`config.mk`:
```
export PLATFORM = sky130hd
export DESIGN_NAME = cart_bus_master
export DESIGN_NICKNAME = d
export VERILOG_FILES = /design/src/rtl/cart_bus_master.sv
export SDC_FILE = /design/constraint.sdc
export NUM_CORES = 1
export LEC_CHECK = 0
export ABC_AREA = 0
export CORE_MARGIN = 2
export CORE_UTILIZATION = 38
export CTS_CLUSTER_SIZE = 8
export DETAILED_ROUTE_END_ITERATION = 8
export PLACE_DENSITY = 0.78
export SYNTH_ARGS = -nofsm -noshare
export SYNTH_HDL_FRONTEND = slang
export SYNTH_SLANG_ARGS = --single-unit
```
`constraint.sdc`:
```
create_clock -name clk_sys -period 1.55 [get_ports clk_sys]
set_clock_uncertainty 0.1 [all_clocks]
set_input_delay 0.31 -clock clk_sys [delete_from_list [all_inputs] [get_ports clk_sys]]
set_output_delay 0.31 -clock clk_sys [all_outputs]
set_load 0.01 [all_outputs]
```
`src/rtl/cart_bus_master.sv`:
```
// rtl/cart_bus_master.sv - console-side PRG/CHR cartridge bus initiator with CIRAM routing
// Two independent req/ack channels, each IDLE -> DRIVE -> WAIT -> DONE, bus outputs registered.
module cart_bus_master #(
    parameter int PRG_LAT = 1,
    parameter int CHR_LAT = 1
) (
    input  logic        clk_sys,
    input  logic        rst_n,
    input  logic        prg_req,
    input  logic        prg_we,
    input  logic [14:0] prg_addr,
    input  logic [7:0]  prg_wdata,
    output logic        prg_ack,
    output logic [7:0]  prg_rdata,
    input  logic        chr_req,
    input  logic        chr_we,
    input  logic [13:0] chr_addr,
    input  logic [7:0]  chr_wdata,
    output logic        chr_ack,
    output logic [7:0]  chr_rdata,
    output logic        cart_prg_nce,
    output logic [14:0] cart_prg_a,
    output logic        cart_prg_r_nw,
    output logic [7:0]  cart_prg_dout,
    input  logic [7:0]  cart_prg_din,
    output logic [13:0] cart_chr_a,
    output logic        cart_chr_r_nw,
    output logic [7:0]  cart_chr_dout,
    input  logic [7:0]  cart_chr_din,
    input  logic        cart_ciram_nce,
    input  logic        cart_ciram_a10,
    output logic [10:0] ciram_a,
    output logic        ciram_we,
    output logic [7:0]  ciram_dout,
    input  logic [7:0]  ciram_din
);
    typedef enum logic [1:0] {IDLE, DRIVE, WAIT, DONE} state_t;

    localparam logic [1:0] PRG_LAST = 2'(PRG_LAT - 1);
    localparam logic [1:0] CHR_LAST = 2'(CHR_LAT - 1);

    state_t      prg_state_q;
    logic [1:0]  prg_cnt_q;
    logic [14:0] prg_addr_q;
    logic        prg_we_q;
    logic [7:0]  prg_wdata_q;
    logic [7:0]  prg_rdata_q;
    logic        prg_nce_q;
    logic        prg_rnw_q;
    logic        prg_ack_q;

    state_t      chr_state_q;
    logic [1:0]  chr_cnt_q;
    logic [13:0] chr_addr_q;
    logic        chr_we_q;
    logic [7:0]  chr_wdata_q;
    logic [7:0]  chr_rdata_q;
    logic        chr_rnw_q;
    logic        chr_ack_q;
    logic [7:0]  chr_din_sel;

    always_ff @(posedge clk_sys or negedge rst_n) begin
        if (!rst_n) begin
            prg_state_q <= IDLE;
            prg_cnt_q   <= 2'd0;
            prg_addr_q  <= 15'd0;
            prg_we_q    <= 1'b0;
            prg_wdata_q <= 8'd0;
            prg_rdata_q <= 8'd0;
            prg_nce_q   <= 1'b1;
            prg_rnw_q   <= 1'b1;
            prg_ack_q   <= 1'b0;
        end else begin
            case (prg_state_q)
                IDLE: begin
                    if (prg_req) begin
                        prg_addr_q  <= prg_addr;
                        prg_we_q    <= prg_we;
                        prg_wdata_q <= prg_wdata;
                        prg_nce_q   <= 1'b0;
                        prg_rnw_q   <= ~prg_we;
                        prg_state_q <= DRIVE;
                    end
                end
                DRIVE: begin
                    // The write strobe is dropped after one cycle so edge-sampled mapper registers see one write.
                    prg_rnw_q <= 1'b1;
                    prg_cnt_q <= 2'd1;
                    if (PRG_LAT == 1) begin
                        prg_ack_q   <= 1'b1;
                        prg_state_q <= DONE;
                    end else begin
                        prg_state_q <= WAIT;
                    end
                end
                WAIT: begin
                    if (prg_cnt_q == PRG_LAST) begin
                        prg_ack_q   <= 1'b1;
                        prg_state_q <= DONE;
                    end else begin
                        prg_cnt_q <= prg_cnt_q + 2'd1;
                    end
                end
                DONE: begin
                    prg_ack_q <= 1'b0;
                    prg_nce_q <= 1'b1;
                    if (!prg_we_q) prg_rdata_q <= cart_prg_din;
                    prg_state_q <= IDLE;
                end
                default: prg_state_q <= IDLE;
            endcase
        end
    end

    always_ff @(posedge clk_sys or negedge rst_n) begin
        if (!rst_n) begin
            chr_state_q <= IDLE;
            chr_cnt_q   <= 2'd0;
            chr_addr_q  <= 14'd0;
            chr_we_q    <= 1'b0;
            chr_wdata_q <= 8'd0;
            chr_rdata_q <= 8'd0;
            chr_rnw_q   <= 1'b1;
            chr_ack_q   <= 1'b0;
        end else begin
            case (chr_state_q)
                IDLE: begin
                    if (chr_req) begin
                        chr_addr_q  <= chr_addr;
                        chr_we_q    <= chr_we;
                        chr_wdata_q <= chr_wdata;
                        chr_rnw_q   <= ~chr_we;
                        chr_state_q <= DRIVE;
                    end
                end
                DRIVE: begin
                    chr_rnw_q <= 1'b1;
                    chr_cnt_q <= 2'd1;
                    if (CHR_LAT == 1) begin
                        chr_ack_q   <= 1'b1;
                        chr_state_q <= DONE;
                    end else begin
                        chr_state_q <= WAIT;
                    end
                end
                WAIT: begin
                    if (chr_cnt_q == CHR_LAST) begin
                        chr_ack_q   <= 1'b1;
                        chr_state_q <= DONE;
                    end else begin
                        chr_cnt_q <= chr_cnt_q + 2'd1;
                    end
                end
                DONE: begin
                    chr_ack_q <= 1'b0;
                    if (!chr_we_q) chr_rdata_q <= chr_din_sel;
                    chr_state_q <= IDLE;
                end
                default: chr_state_q <= IDLE;
            endcase
        end
    end

    // Cart read data only becomes valid inside DONE, so the ack cycle forwards it directly.
    assign chr_din_sel   = cart_ciram_nce ? cart_chr_din : ciram_din;
    assign prg_rdata     = (prg_state_q == DONE && !prg_we_q) ? cart_prg_din : prg_rdata_q;
    assign chr_rdata     = (chr_state_q == DONE && !chr_we_q) ? chr_din_sel : chr_rdata_q;
    assign prg_ack       = prg_ack_q;
    assign chr_ack       = chr_ack_q;

    assign cart_prg_nce  = prg_nce_q;
    assign cart_prg_a    = prg_addr_q;
    assign cart_prg_r_nw = prg_rnw_q;
    assign cart_prg_dout = prg_wdata_q;

    assign cart_chr_a    = chr_addr_q;
    assign cart_chr_r_nw = chr_rnw_q;
    assign cart_chr_dout = chr_wdata_q;

    // The cart decodes ciram_nce/a10 from the address it is being driven, so the strobe follows combinationally.
    assign ciram_a    = {cart_ciram_a10, chr_addr_q[9:0]};
    assign ciram_we   = (chr_state_q == DRIVE) & chr_we_q & ~cart_ciram_nce;
    assign ciram_dout = chr_wdata_q;
endmodule

```
==> impl_metrics.yaml, run 1 <==
status:
  outcome: "finished, violations left"
  violations: "setup timing"
placement:
  dp.cells: 542
  dp_hpwl_um: 6300
  pre_cts_ws_ns: -0.606
  placement.io_buffers: 160
  globalplace.congestion: 0.804
clocking:
  clk_pin_slew_ns: 0.08
  h-tree-depth: 3
  clock_latency_ns: 0.35
  cts_buffer_depth: 2
  cts_tree: "done"
  numCtsBuffers: 9
  clock-sinks: 76
  clock-root-buffer: "clkbuf_8"
grt:
  overflow: 0
  first_global_vias: 2970
  grtUsageTotal: 0.190
  grt_pass1_wl_um: 14800
  antenna_found_initial: 0
  grt_max_degree: 77
sta:
  timing.final.ws_setup_ns: -0.446
  hold_viol: 0
  holdWs_ns: 0.387
  tightest_slew_ns: 0.564
  max_clock_freq_mhz: 501
  rsz0062_at_grt: "yes"
  finalCriticalPeriod_ns: 2.00
  period_share: 1.29
  final-setup-viol-count: 60
  relSlewSlack: 0.623
  slew_viol_final: 0
routing:
  drt-total-wl_um: 9520
  antenna_left: 0
  drt-pass1-iter-count: 3
  wl_per_cell_um: 16.6
  drt_iter0_markers: 22
  drc: 0
  vias: 2742
  viasPerCell: 4.77
run:
  maxCapViolCount: 0
logic_synthesis:
  synth_warnings: 0
  synth-seq-area-share: 0.538
  synthesis.nets: 348
  synthDistinctLibCells: 29
  synthCells: 260
  syn_area_per_cell_um2: 13.6
  synth-seq-cells: 76
  synth.cell_area_um2: 3540
die:
  die_area_um2: 10100
  die_x_um: 101
  fp.dieH_um: 101
  std_cell_rows: 35
  coreArea_um2: 9150
  ioPinCount: 163
  initial_utilization: 0.387
final_layout:
  final_util: 0.670
  fillers: 690
  register_area_um2: 1910
  syn_to_final_growth_pct: 73.2
  final_cell_mix: "clkdlybuf4s50_1, dfrtp_1, dlygate4sd2_1, mux2_4, buf_4"
  drive_gt1_frac: 0.379
  fin_cells: 575
  final_nets: 547
  antenna_cells: 0
  multiInputGateArea_um2: 1740
  final_common_cell: "clkdlybuf4s50_1"
pwr:
  p_leak_nw: 2.96
  ir_worst_vdd_mv: 0.970
  p_per_area_nw_per_um2: 2040
  power_mw: 12.5
worst_setup_path:
  worst_r2r_startpoint: "chr_state_q[1]$_DFFE_PN0P_"
  timing.rr.end: "chr_state_q[1]$_DFFE_PN0P_"
  worstSetupPathType: "reg2out"
  critPathCaptureType: "output port"
  worstPathMaxFanout: 8
  cp-start-kind: "register"
  arrival_ns: 1.59
  worst_r2r_path_depth: 8
  crit_required_ns: 1.14
  r2r_slack_ns: -0.20
min_path:
  hp-class: "reg2reg"
  whs_path_depth: 1
  worstHoldEndpoint: "cart_prg_a[1]$_DFFE_PN0P_"
  worstHoldStart: "cart_prg_a[1]$_DFFE_PN0P_"
[worst max-delay path, cell delays in order, from the launching register on]
cell	delay, ns
dfrtp_1	0.40
ha_2	0.20
nand2b_4	0.07
buf_12	0.13
mux2_4	0.31
buf_6	0.12
[worst max path at each step]
stage,from,endpoint,slack [ns],cells past startpoint
after floorplan,prg_state_q[0]$_DFFE_PN0P_,prg_rdata[0],-0.04,4
after global placement,cart_ciram_nce,chr_rdata[0],-0.59,5
after detailed placement,cart_ciram_nce,chr_rdata[6],-0.61,5
after CTS,prg_state_q[0]$_DFFE_PN0P_,prg_rdata[3],-0.48,5
after global routing,prg_state_q[0]$_DFFE_PN0P_,prg_rdata[0],-0.50,5
final,prg_state_q[1]$_DFFE_PN0P_,prg_rdata[0],-0.45,5
[per-stage QoR]
| stage | area (µm²) | setup TNS (ns) |
|---|---|---|
| after global routing | 6130 | -13.25 |
| after floorplan | 3540 | -0.462 |
| after global placement | 5420 | -16.87 |
| final | 6130 | -10.28 |
| after detailed placement | 5420 | -18.02 |
| after CTS | 5940 | -11.23 |
[repair_timing]
| action | CTS | global route |
|---|---|---|
| endpoints found under the hold margin | 73 | 0 |
| gates resized for setup | 214 | 41 |
| hold buffers | 1 | 0 |
| setup endpoints to repair | 140 | 79 |
| pin swaps | 14 | 10 |
| setup buffers | 9 | 10 |
| gates cloned | 4 | 1 |
[where the power goes]
group          switching [mW]  internal (mW)
sequential              0.619           3.00
clock                   0.745           1.00
combinational            2.95           4.17
[metal layers]
metal | GRT usage | part of all wire
met5 | 0 | 0
met1 | 0.210 | 0.38
met2 | 0.354 | 0.56
met3 | 0.0388 | 0.045
met4 | 0.0769 | 0.018
[flip-flops by register name, indices dropped and copies added, names as in the netlist]
signal / count
cart_chr_r_nw: 1
cart_prg_a: 15
prg_cnt_q: 2
cart_prg_dout: 8
cart_prg_r_nw: 1
chr_rdata_q: 8
chr_we_q: 1
prg_we_q: 1
cart_chr_a: 14
cart_chr_dout: 8
prg_state_q: 2
chr_state_q: 2
prg_ack: 1
prg_rdata_q: 8
chr_ack: 1
cart_prg_nce: 1
chr_cnt_q: 2
[synth_stat cells]
master     n  share of area
and2b_1    1         0.0021
o22a_1     1         0.0025
nand3b_1   1         0.0021
nand2_4    1         0.0032
nand2_1    9         0.0095
a31oi_1    2         0.0035
nor2b_1    1         0.0018
mux2_1    45           0.14
inv_1     12          0.013
xor2_1     1         0.0025
mux2_4    20          0.085
dfstp_2    3          0.022
o21a_1     1         0.0021
mux2i_1   11          0.031
nor3_1     2         0.0028
nand2_2    1         0.0018
buf_4     20          0.042
o31ai_1    2         0.0042
a21oi_2    1         0.0025
dfrtp_1   73           0.52
a22o_1     2         0.0049
buf_2      5         0.0071
nand2b_1   4         0.0071
ha_1      11          0.039
buf_6      4          0.013
a21oi_1    5         0.0071
o21ai_1   18          0.025
nor2_1     2         0.0021
o21ai_0    1         0.0014
[cell families after synthesis]
family | share of synthesized area
adders and majority gates | 0.0389
xor gates and xnor gates | 0.00247
AOI/OAI and AO/OA | 0.0537
muxes | 0.259
DFF | 0.538
and+or+nand+nor | 0.0325
buffers and inverters | 0.0749
[cell type report]
class                           instances  share of cell area
Clock inverter                          3              0.0112
Tap cell                              111              0.0226
Timing Repair Buffer                  215               0.337
Clock buffer                           13              0.0259
Inverter                               12             0.00857
Multi-Input combinational cell        145               0.284
Sequential cell                        76               0.311
Note: power is estimated with default switching activity, not from simulation.
==> run 2, diff against run 1 <==
--- a/config.mk
+++ b/config.mk
@@ -7,10 +7,9 @@
 export LEC_CHECK = 0
 export ABC_AREA = 0
 export CORE_MARGIN = 2
-export CORE_UTILIZATION = 38
+export CORE_UTILIZATION = 28
 export CTS_CLUSTER_SIZE = 8
 export DETAILED_ROUTE_END_ITERATION = 8
-export PLACE_DENSITY = 0.78
 export SYNTH_ARGS = -nofsm -noshare
 export SYNTH_HDL_FRONTEND = slang
 export SYNTH_SLANG_ARGS = --single-unit
==> run 2 against run 1 <==
Effect of this change: the flow still finishes with violations (setup timing); sequential power about the same; combinational power increased by 3.1%; worst setup slack improved by 0.051 ns; hold slack got worse by 0.066 ns; count of clock-buffer cells in the layout unchanged; die area increased by 34%.
==> impl_metrics.yaml, run 2 (synthesis results as in run 1) <==
final_layout:
  register_area_um2: 1910
  fin_cells: 633
  drive_gt1_frac: 0.427
  final_cell_mix: "dfrtp_1, clkdlybuf4s50_1, dlygate4sd2_1, mux2_4, buf_4"
  syn_to_final_growth_pct: 81.3
  largest_reg_flops: 15
  fin_area_um2: 6420
  multiInputGateArea_um2: 1890
  final_nets: 545
  fillers: 1138
  antenna_cells: 0
  final_util: 0.515
routing:
  vias: 2685
  antenna_left: 0
  drt-total-wl_um: 9400
  drt-pass1-iter-count: 4
  drt_iter0_markers: 56
  wl_per_cell_um: 14.8
  viasPerCell: 4.24
  drc: 0
grt:
  met3_usage: 0.0394
  grtUsageTotal: 0.136
  grt_pass1_wl_um: 14100
  met2_usage: 0.240
  first_global_vias: 2752
  busiest_layer: "met2"
  overflow: 0
  grt_max_degree: 30
  antenna_found_initial: 0
  use_met1: 0.161
sta:
  max_clock_freq_mhz: 514
  final-setup-viol-count: 70
  finalCriticalPeriod_ns: 1.95
  hold_viol: 0
  slew_viol_final: 0
  holdWs_ns: 0.321
  period_share: 1.26
  rsz0062_at_grt: "yes"
  timing.final.ws_setup_ns: -0.396
  relSlewSlack: 0.530
  tightest_slew_ns: 0.704
clocking:
  clock-sinks: 76
  h-tree-depth: 3
  cts_tree: "done"
  clock-root-buffer: "clkbuf_16"
  numCtsBuffers: 9
  cts_buffer_depth: 2
  clk_pin_slew_ns: 0.05
  clock_latency_ns: 0.33
pwr:
  comb_power_share: 0.569
  p_switching_mw: 4.30
  p_leak_nw: 3.08
  switching_share: 0.333
  p_int_mw: 8.60
  clockPowerShare: 0.148
  p_per_area_nw_per_um2: 2010
  ir_worst_vdd_mv: 0.741
  seqPwrFrac: 0.283
worst_setup_path:
  cp-start-kind: "register"
  worst_r2r_startpoint: "chr_state_q[0]$_DFFE_PN0P_"
  worstSetupPathType: "reg2out"
  path_cells: "ha_4 -> nand2b_4 -> buf_6 -> mux2_4 -> buf_6"
  arrival_ns: 1.54
  critPathSlowestCell: "dfrtp_1"
  r2r_slack_ns: -0.12
  worst_r2r_path_depth: 6
  timing.rr.end: "cart_chr_a[0]$_DFFE_PN0P_"
  worstPathMaxFanout: 5
  critPathCaptureType: "output port"
  cp_common_cell: "buf_6"
  cpPeakStageDelay_ns: 0.41
  crit_required_ns: 1.14
run:
  maxCapViolCount: 0
die:
  std_cell_rows: 41
  coreArea_um2: 12500
  fp.dieH_um: 116
  ioPinCount: 163
  die_area_um2: 13600
  die_x_um: 116
  initial_utilization: 0.284
placement:
  dp.cells: 600
  dp_hpwl_um: 6110
  postPlaceCellArea_um2: 5500
  pre_cts_ws_ns: -0.639
  globalplace.congestion: 0.743
  placement.io_buffers: 160
min_path:
  hp-class: "in2async"
status:
  violations: "setup timing"
  outcome: "finished, violations left"
==> run 2: changes by cell type in the layout (fill, tap and decap cells not counted), moves of 3 or more <==
cell	delta
clkbuf_2	+3
mux2i_1	-6
buf_4	-6
mux2i_4	+3
clkbuf_16	+10
mux2_4	+18
mux2_1	-18
buf_12	+3
clkbuf_8	-9
mux2i_2	+3
==> run 2: final cells by class <==
type,count,share of cell area
timing repair buffer,212,0.325
sequential,76,0.297
multi-input combinational,146,0.294
clock buffer,13,0.0406
tap,172,0.0335
inverter,12,0.00819
clock inverter,2,0.00156
==> run 2: worst max-delay path: cells and delay by family, from the launching register on <==
family	cells	cell delay [ns]
adder cells (fa/ha/maj)	1	0.18
buffers and inverters	2	0.25
AND/OR/NAND/NOR	1	0.07
flip-flops	1	0.41
multiplexers	1	0.30
==> run 2: power by group through the flow <==
stage | clock [mW] | sequential [mW] | combinational (mW)
global placement | 0 | 3.58 | 6.24
floorplan | 0 | 3.84 | 2.81
finish | 1.90 | 3.65 | 7.35
detailed placement | 0 | 3.61 | 6.29
CTS | 1.97 | 3.59 | 6.56
global route | 2.06 | 3.79 | 7.94
==> run 2: timing repair <==
action,4_1_cts,5_1_grt
setup buffers,8,7
endpoints found under the hold margin,15,0
gates resized for setup,202,76
endpoints found under the setup margin,138,80
pin swaps,6,17
cloned,5,2
hold buffers,1,0
==> run 2: how the worst max path moves through the flow <==
stage | startpoint | to | slack (ns) | cells past startpoint
detailed placement | cart_ciram_nce | chr_rdata[4] | -0.64 | 5
CTS | prg_state_q[1]$_DFFE_PN0P_ | prg_rdata[3] | -0.42 | 5
floorplan | prg_state_q[0]$_DFFE_PN0P_ | prg_rdata[0] | -0.04 | 4
finish | prg_state_q[0]$_DFFE_PN0P_ | prg_rdata[5] | -0.40 | 5
global placement | cart_ciram_nce | chr_rdata[2] | -0.60 | 5
global route | prg_state_q[0]$_DFFE_PN0P_ | prg_rdata[5] | -0.44 | 5
==> run 2: routing by layer <==
| layer | wire length (µm) | share of wire |
|---|---|---|
| met3 | 499 | 0.053 |
| met1 | 3760 | 0.40 |
| met4 | 115 | 0.012 |
| met2 | 5030 | 0.53 |
| met5 | 0 | 0 |
==> run 2: per-stage QoR <==
step	total power, mW	setup TNS, ns
final	12.9	-10.44
after CTS	12.1	-10.52
after detailed placement	9.90	-18.75
after global placement	9.82	-17.75
after floorplan	6.65	-0.462
after global routing	13.8	-14.18
==> run 3, diff against run 2 <==
--- a/config.mk
+++ b/config.mk
@@ -6,6 +6,7 @@
 export NUM_CORES = 1
 export LEC_CHECK = 0
 export ABC_AREA = 0
+export ABC_CLOCK_PERIOD_IN_PS = 1550
 export CORE_MARGIN = 2
 export CORE_UTILIZATION = 28
 export CTS_CLUSTER_SIZE = 8
==> results of run 3 <==
No change in the layout: final DEF, timing and power equal those of run 2.
